**config.mk**
```make
export PLATFORM = sky130hd
export DESIGN_NAME = shift_seq
export DESIGN_NICKNAME = d
export VERILOG_FILES = /design/src/rtl/shift_seq.sv
export SDC_FILE = /design/constraint.sdc
export NUM_CORES = 1
export LEC_CHECK = 0
export ABC_CLOCK_PERIOD_IN_PS = 1800
export CAP_MARGIN = 15
export CORE_MARGIN = 10
export CORE_UTILIZATION = 28
export DETAILED_ROUTE_END_ITERATION = 8
export GPL_ROUTABILITY_DRIVEN = 0
export GPL_TIMING_DRIVEN = 0
export SLEW_MARGIN = 20
export SYNTH_ARGS = -nofsm -noshare
export SYNTH_HDL_FRONTEND = slang
export SYNTH_SLANG_ARGS = --single-unit
```
**constraint.sdc**
```tcl
create_clock -name clock -period 1.8 [get_ports clock]
set_input_delay 0.45 -clock clock [delete_from_list [all_inputs] [get_ports clock]]
set_output_delay 0.45 -clock clock [all_outputs]
set_load 0.005 [all_outputs]
```
**src/rtl/shift_seq.sv**
```systemverilog
// Multi-cycle shifter: moves a loaded operand one bit per clock for shamt clocks,
// then raises a single-cycle done strobe. The result register holds until the next accepted start.
module shift_seq #(
  parameter int WIDTH = 32,
  parameter int SHW   = 5
) (
  input  logic             clock,
  input  logic             reset,
  input  logic             start,
  input  logic [WIDTH-1:0] din,
  input  logic [SHW-1:0]   shamt,
  input  logic [1:0]       op,
  output logic             busy,
  output logic             done,
  output logic [WIDTH-1:0] result,
  output logic [1:0]       dbg_state
);

  // Handshake: start is sampled only in IDLE, and one cycle with start=1 there
  // accepts din/shamt/op. busy is high while shifting. done pulses for one cycle
  // and result stays valid from then until the next accepted start.

  typedef enum logic [1:0] {
    IDLE  = 2'd0,
    SHIFT = 2'd1,
    DONE  = 2'd2
  } state_t;

  state_t           state_q, state_d;
  logic [WIDTH-1:0] result_q, result_d;
  logic [SHW-1:0]   cnt_q, cnt_d;
  logic [1:0]       op_q, op_d;

  always_ff @(posedge clock or posedge reset) begin
    if (reset) begin
      state_q  <= IDLE;
      result_q <= '0;
      cnt_q    <= '0;
      op_q     <= 2'b00;
    end else begin
      state_q  <= state_d;
      result_q <= result_d;
      cnt_q    <= cnt_d;
      op_q     <= op_d;
    end
  end

  always_comb begin
    state_d  = state_q;
    result_d = result_q;
    cnt_d    = cnt_q;
    op_d     = op_q;
    case (state_q)
      IDLE: begin
        if (start) begin
          result_d = din;
          cnt_d    = shamt;
          op_d     = op;
          state_d  = (shamt != '0) ? SHIFT : DONE;
        end
      end
      SHIFT: begin
        // The reserved op code falls into the default and shifts logically right.
        case (op_q)
          2'b00:   result_d = {result_q[WIDTH-2:0], 1'b0};
          2'b10:   result_d = {result_q[WIDTH-1], result_q[WIDTH-1:1]};
          default: result_d = {1'b0, result_q[WIDTH-1:1]};
        endcase
        // SHIFT is entered only with a nonzero count, so this never wraps.
        cnt_d = cnt_q - 1'b1;
        if (cnt_q == {{(SHW-1){1'b0}}, 1'b1}) state_d = DONE;
      end
      DONE: state_d = IDLE;
      default: state_d = IDLE;
    endcase
  end

  assign busy      = (state_q == SHIFT);
  assign done      = (state_q == DONE);
  assign result    = result_q;
  assign dbg_state = state_q;

endmodule

```
==> flow_summary.json, run 1 <==
{
  "relSlewSlack_pct": 77.5,
  "dieWidth_um": 114,
  "syn-num-nets": 318,
  "status": "finished, final reports clean",
  "leakage_nw": 1.41,
  "worstSetupPathType": "register to output port",
  "die_h_um": 114,
  "slowest_delay_ns": 0.55,
  "ir_drop_mv": 0.596,
  "rows": 34,
  "die-area_um2": 12900,
  "pwr_density_cell_nw_per_um2": 1890,
  "synth-seq-cells": 41,
  "vias": 2363,
  "dpl-instance-area_um2": 3380,
  "layout-drive-gt1-share_pct": 14.2,
  "antenna_cells": 0,
  "port_buffers": 77,
  "grt_start_max_net_pins": 28,
  "critPathSlowestCell": "clkdlybuf4s50_1",
  "rsz0062_at_grt": "false",
  "critPathBufInv": 1,
  "tightest_slew_ns": 0.333,
  "crit_path_end_kind": "output port",
  "drtIter0Drc": 95,
  "cts-root-buf": "clkbuf_8",
  "antenna_found_initial": 0,
  "final_antenna_net_count": 0,
  "cts-htree-levels": 2,
  "fin_area_um2": 3570,
  "whs_ns": 0.433,
  "final_common_cell": "clkdlybuf4s50_1",
  "hold_path_class": "input port to asynchronous set/reset pin",
  "syn-cell-area_um2": 2450,
  "nets": 410,
  "slew_viol_final": 0,
  "num-fill-cells": 893,
  "grt_pass1_vias": 2366,
  "cap_violations": 0,
  "first_pass_iters": 4,
  "fmax_mhz": 577,
  "synthCells": 274,
  "cp.arrival_ns": 1.28,
  "yosys_warnings": 0,
  "period_share_pct": 96.4,
  "grt_pass1_wl_um": 12500,
  "critPathTopFamily": "buffers and inverters",
  "setup_viol": 0,
  "cts_sinks": 41,
  "path_max_fanout": 4,
  "clk_pin_slew_worst_paths_ns": 0.08,
  "finalWirelength_um": 7870,
  "min_period_ns": 1.73,
  "hold_buffers": 0,
  "core_um2": 8640,
  "viasPerCell": 4.97,
  "ctsLongestPathBuffers": 2,
  "synth_cell_types": 36,
  "final_util_pct": 41.3,
  "syn_area_per_cell_um2": 8.95,
  "path_cells": "clkdlybuf4s50_1",
  "start_util_pct": 28.4,
  "worstPathRequired_ns": 1.35,
  "final_hold_viol_count": 0,
  "grt_overflow_total": 0,
  "yosysSeqAreaShare_pct": 41.9,
  "drc": 0,
  "wl_per_cell_um": 16.6,
  "area_growth_pct": 45.5,
  "tns_ns": 0,
  "grtUsageTotal_pct": 11.7,
  "finalPower_mw": 6.73,
  "clk_latency_ns": 0.30,
  "ios": 78,
  "final_cell_mix": "73 x clkdlybuf4s50_1, 59 x o21ai_1, 40 x dfrtp_1, 33 x nand2_1",
  "crit_path_start_kind": "register",
  "cts_tree": "yes",
  "cts_made_buffers": 5,
  "fin_skew_ns": 0.0134,
  "detailed_place_hpwl_um": 5830
}
## cell usage after synthesis
| cell | count | share of area (%) |
|---|---|---|
| o21bai_2 | 1 | 0.46 |
| dfrtp_1 | 41 | 42 |
| buf_6 | 8 | 3.7 |
| inv_4 | 1 | 0.26 |
| o2bb2ai_1 | 1 | 0.36 |
| o21ba_2 | 1 | 0.41 |
| a22oi_1 | 2 | 0.61 |
| o31a_1 | 1 | 0.36 |
| nor2_1 | 3 | 0.46 |
| o22ai_1 | 1 | 0.26 |
| nor3b_1 | 1 | 0.31 |
| a211oi_1 | 30 | 9.2 |
| nor4b_1 | 1 | 0.36 |
| nand2_1 | 33 | 5.1 |
| nand3_1 | 1 | 0.20 |
| nand3b_1 | 1 | 0.31 |
| o21ai_1 | 59 | 12 |
| mux2_2 | 2 | 0.92 |
| a2bb2oi_1 | 2 | 0.71 |
| o21a_1 | 30 | 9.2 |
| o21ai_0 | 4 | 0.82 |
| ha_1 | 2 | 1.0 |
| a31oi_1 | 1 | 0.26 |
| buf_2 | 17 | 3.5 |
| nand4bb_1 | 1 | 0.46 |
| clkbuf_1 | 1 | 0.15 |
| a21oi_1 | 7 | 1.4 |
| a21o_1 | 1 | 0.31 |
| o22a_1 | 3 | 1.1 |
| nor4b_2 | 1 | 0.61 |
| a32oi_1 | 1 | 0.36 |
| nor2b_1 | 2 | 0.51 |
| inv_1 | 7 | 1.1 |
| nor3_1 | 2 | 0.41 |
| buf_4 | 1 | 0.31 |
| nand2b_1 | 3 | 0.77 |
## worst register-to-register path, delay by kind of cell (launching register included)
family          cells  cell delay [ns]
flops               1             0.40
buf+inv             3             0.52
compound gates      3             0.53
## repair_timing
item | 4_1_cts | 5_1_grt
endpoints found under the setup margin | 3 | 1
resized for setup | 16 | 1
buffers inserted | 8 | 0
## layer usage
| metal | up-vias | GRT usage [%] | wire [µm] |
|---|---|---|---|
| li1 | 1185 | - | - |
| met1 | 1104 | 14.2 | 3510 |
| met2 | 68 | 19.9 | 3770 |
| met3 | 6 | 3.67 | 531 |
| met4 | 0 | 2.20 | 55 |
| met5 | - | 0 | 0 |
## area by class of cell
type	instances	area [µm²]	share of cell area (%)
repair buffers	86	846	23.7
inverters	8	37.5	1.05
flip-flops and latches	41	1030	28.8
well taps	108	135	3.79
multi-input cells	198	1210	33.9
clock inverters	1	30.0	0.842
clock buffers	7	86.3	2.42
plain buffers	26	195	5.47
## cell families (layout without fill, tap and decap cells)
group	count (synthesis)	count (layout)	synth area share [%]
buffers and inverters	35	128	8.93
and+or+nand+nor	49	49	9.44
muxes	2	2	0.919
AOI/OAI and AO/OA	145	145	37.8
DFF	41	41	41.9
adders and majority gates	2	2	1.02
## through the flow
stage	setup slack [ns]	std cells
after floorplan	0.404	274
final	0.0656	475
after detailed placement	-0.271	460
after CTS	0.0585	475
after global routing	0.0194	475
after global placement	-0.586	459
## worst paths after layout
check                           slack (ns)    startpoint            to  cells past startpoint
worst max-delay path                  0.07    result[16]    result[16]                      1
min in group clock                    0.55    result[25]    result[25]                      2
worst min-delay path                  0.43         reset    result[11]                      2
worst max register to register        0.24  dbg_state[1]      cnt_q[3]                      6
worst min register to register        0.55    result[25]    result[25]                      2
max in group asynchronous             0.89         reset  dbg_state[1]                      3
## sequential cells by signal, summed over array words and instances, names as in the netlist
register   flops
result        32
cnt_q          5
dbg_state      2
op_q           2
## report_power, final
group / internal, mW / switching, mW
combinational: 2.15 / 1.87
clock: 0.453 / 0.331
sequential: 1.42 / 0.503
Note: power is estimated with default switching activity, not from simulation.
==> run 2, diff against run 1 <==
SKIP_CTS_REPAIR_TIMING = 1   (was default)
==> flow_summary.json, run 2 (same netlist as run 1, synthesis figures left out) <==
{
  "status": "finished, final reports clean",
  "startpoint": "result[16]",
  "tns_ns": 0,
  "swShare_pct": 40.1,
  "hold_path_class": "input port to asynchronous set/reset pin",
  "final_util_pct": 41.2,
  "clk_latency_ns": 0.29,
  "p_comb_share_pct": 59.5,
  "core_um2": 8640,
  "nets": 408,
  "setup_viol": 0,
  "clk_pin_slew_worst_paths_ns": 0.08,
  "multiInputGateArea_um2": 1210,
  "final_hold_viol_count": 0,
  "final_antenna_net_count": 0,
  "ctsLongestPathBuffers": 2,
  "die_h_um": 114,
  "critPathBufInv": 1,
  "grtUsageTotal_pct": 11.5,
  "critPathSlowestCell": "clkdlybuf4s50_1",
  "slowest_delay_ns": 0.55,
  "power_frac_seq_pct": 28.8,
  "cts_made_buffers": 5,
  "reg2reg_from": "dbg_state[1]",
  "largest_reg_flops": 32,
  "p_clk_share_pct": 11.7,
  "grt_pass1_wl_um": 12200,
  "cts_sinks": 41,
  "min_period_ns": 1.73,
  "rows": 34,
  "path_max_fanout": 4,
  "die-area_um2": 12900,
  "port_buffers": 77,
  "ir_drop_mv": 0.560,
  "detailed_place_hpwl_um": 5830,
  "wl_per_cell_um": 16.5,
  "cts-htree-levels": 2,
  "dpl_worst_slack_ns": -0.271,
  "final_common_cell": "clkdlybuf4s50_1",
  "cp.arrival_ns": 1.28,
  "relSlewSlack_pct": 76.9,
  "final_cell_mix": "73 x clkdlybuf4s50_1, 59 x o21ai_1, 40 x dfrtp_1, 33 x nand2_1",
  "internal_power_mw": 4.01,
  "period_share_pct": 95.9,
  "antenna_found_initial": 0,
  "worstPathRequired_ns": 1.35,
  "vias": 2346,
  "antenna_cells": 0,
  "dieWidth_um": 114,
  "grt_start_max_net_pins": 28,
  "layout-drive-gt1-share_pct": 13.4,
  "power.switching_mw": 2.69,
  "pwr_density_cell_nw_per_um2": 1880,
  "worstSetupPathType": "register to output port",
  "finalWirelength_um": 7790,
  "dpl-instance-area_um2": 3380,
  "cts-root-buf": "clkbuf_8",
  "area_growth_pct": 45.0,
  "start_util_pct": 28.4,
  "crit_path_end_kind": "output port",
  "grt_overflow_total": 0,
  "leakage_nw": 1.43,
  "path_cells": "clkdlybuf4s50_1",
  "seqCellArea_um2": 1030,
  "first_pass_iters": 4,
  "tightest_slew_ns": 0.341,
  "drc": 0,
  "fin_skew_ns": 0.0116,
  "num-fill-cells": 900,
  "viasPerCell": 4.96,
  "cap_violations": 0,
  "slew_viol_final": 0,
  "fin_area_um2": 3550,
  "cts_tree": "yes",
  "critPathTopFamily": "buffers and inverters",
  "ios": 78,
  "fin_ws_ns": 0.0736,
  "fmax_mhz": 579,
  "crit_path_start_kind": "register",
  "drtIter0Drc": 113,
  "grt_pass1_vias": 2321
}
-- run 2: area by class of cell --
| class | instances | area share, % |
|---|---|---|
| flip-flops and latches | 41 | 28.9 |
| repair buffers | 84 | 23.8 |
| well taps | 108 | 3.80 |
| multi-input cells | 198 | 34.0 |
| plain buffers | 26 | 5.24 |
| clock buffers | 7 | 2.43 |
| clock inverters | 1 | 0.845 |
| inverters | 8 | 0.986 |
-- run 2: metal layers --
metal | track usage, % | part of all wire [%] | vias to the layer above
met3 | 3.67 | 5.9 | 6
met2 | 19.3 | 48 | 56
li1 | - | - | 1184
met4 | 2.20 | 0.68 | 0
met1 | 14.1 | 46 | 1100
met5 | 0 | 0 | -
-- run 2: final timing paths --
| check | to | slack (ns) | cells after the start |
|---|---|---|---|
| max | result[16] | 0.07 | 1 |
| max reg2reg | result[17] | 0.39 | 6 |
| min | result[11] | 0.43 | 2 |
| min reg2reg | result[25] | 0.55 | 2 |
| max in group asynchronous | dbg_state[1] | 0.89 | 3 |
| min in group clock | result[25] | 0.55 | 2 |
-- run 2: power groups by stage --
stage          Sequential, mW  Clock [mW]  Combinational [mW]
6_report                 1.93       0.784                3.99
5_1_grt                  2.00       0.832                4.41
4_1_cts                  1.92       0.799                3.98
3_5_place_dp             1.94           0                3.96
3_3_place_gp             1.94           0                3.90
2_1_floorplan            1.84           0                2.47
-- run 2: per-stage QoR --
| step | std cells | power [mW] | hold slack (ns) |
|---|---|---|---|
| floorplan | 274 | 4.31 | 0.483 |
| global placement | 459 | 5.84 | 0.515 |
| detailed placement | 460 | 5.90 | 0.536 |
| CTS | 468 | 6.71 | 0.445 |
| global route | 473 | 7.24 | 0.472 |
| finish | 473 | 6.70 | 0.433 |
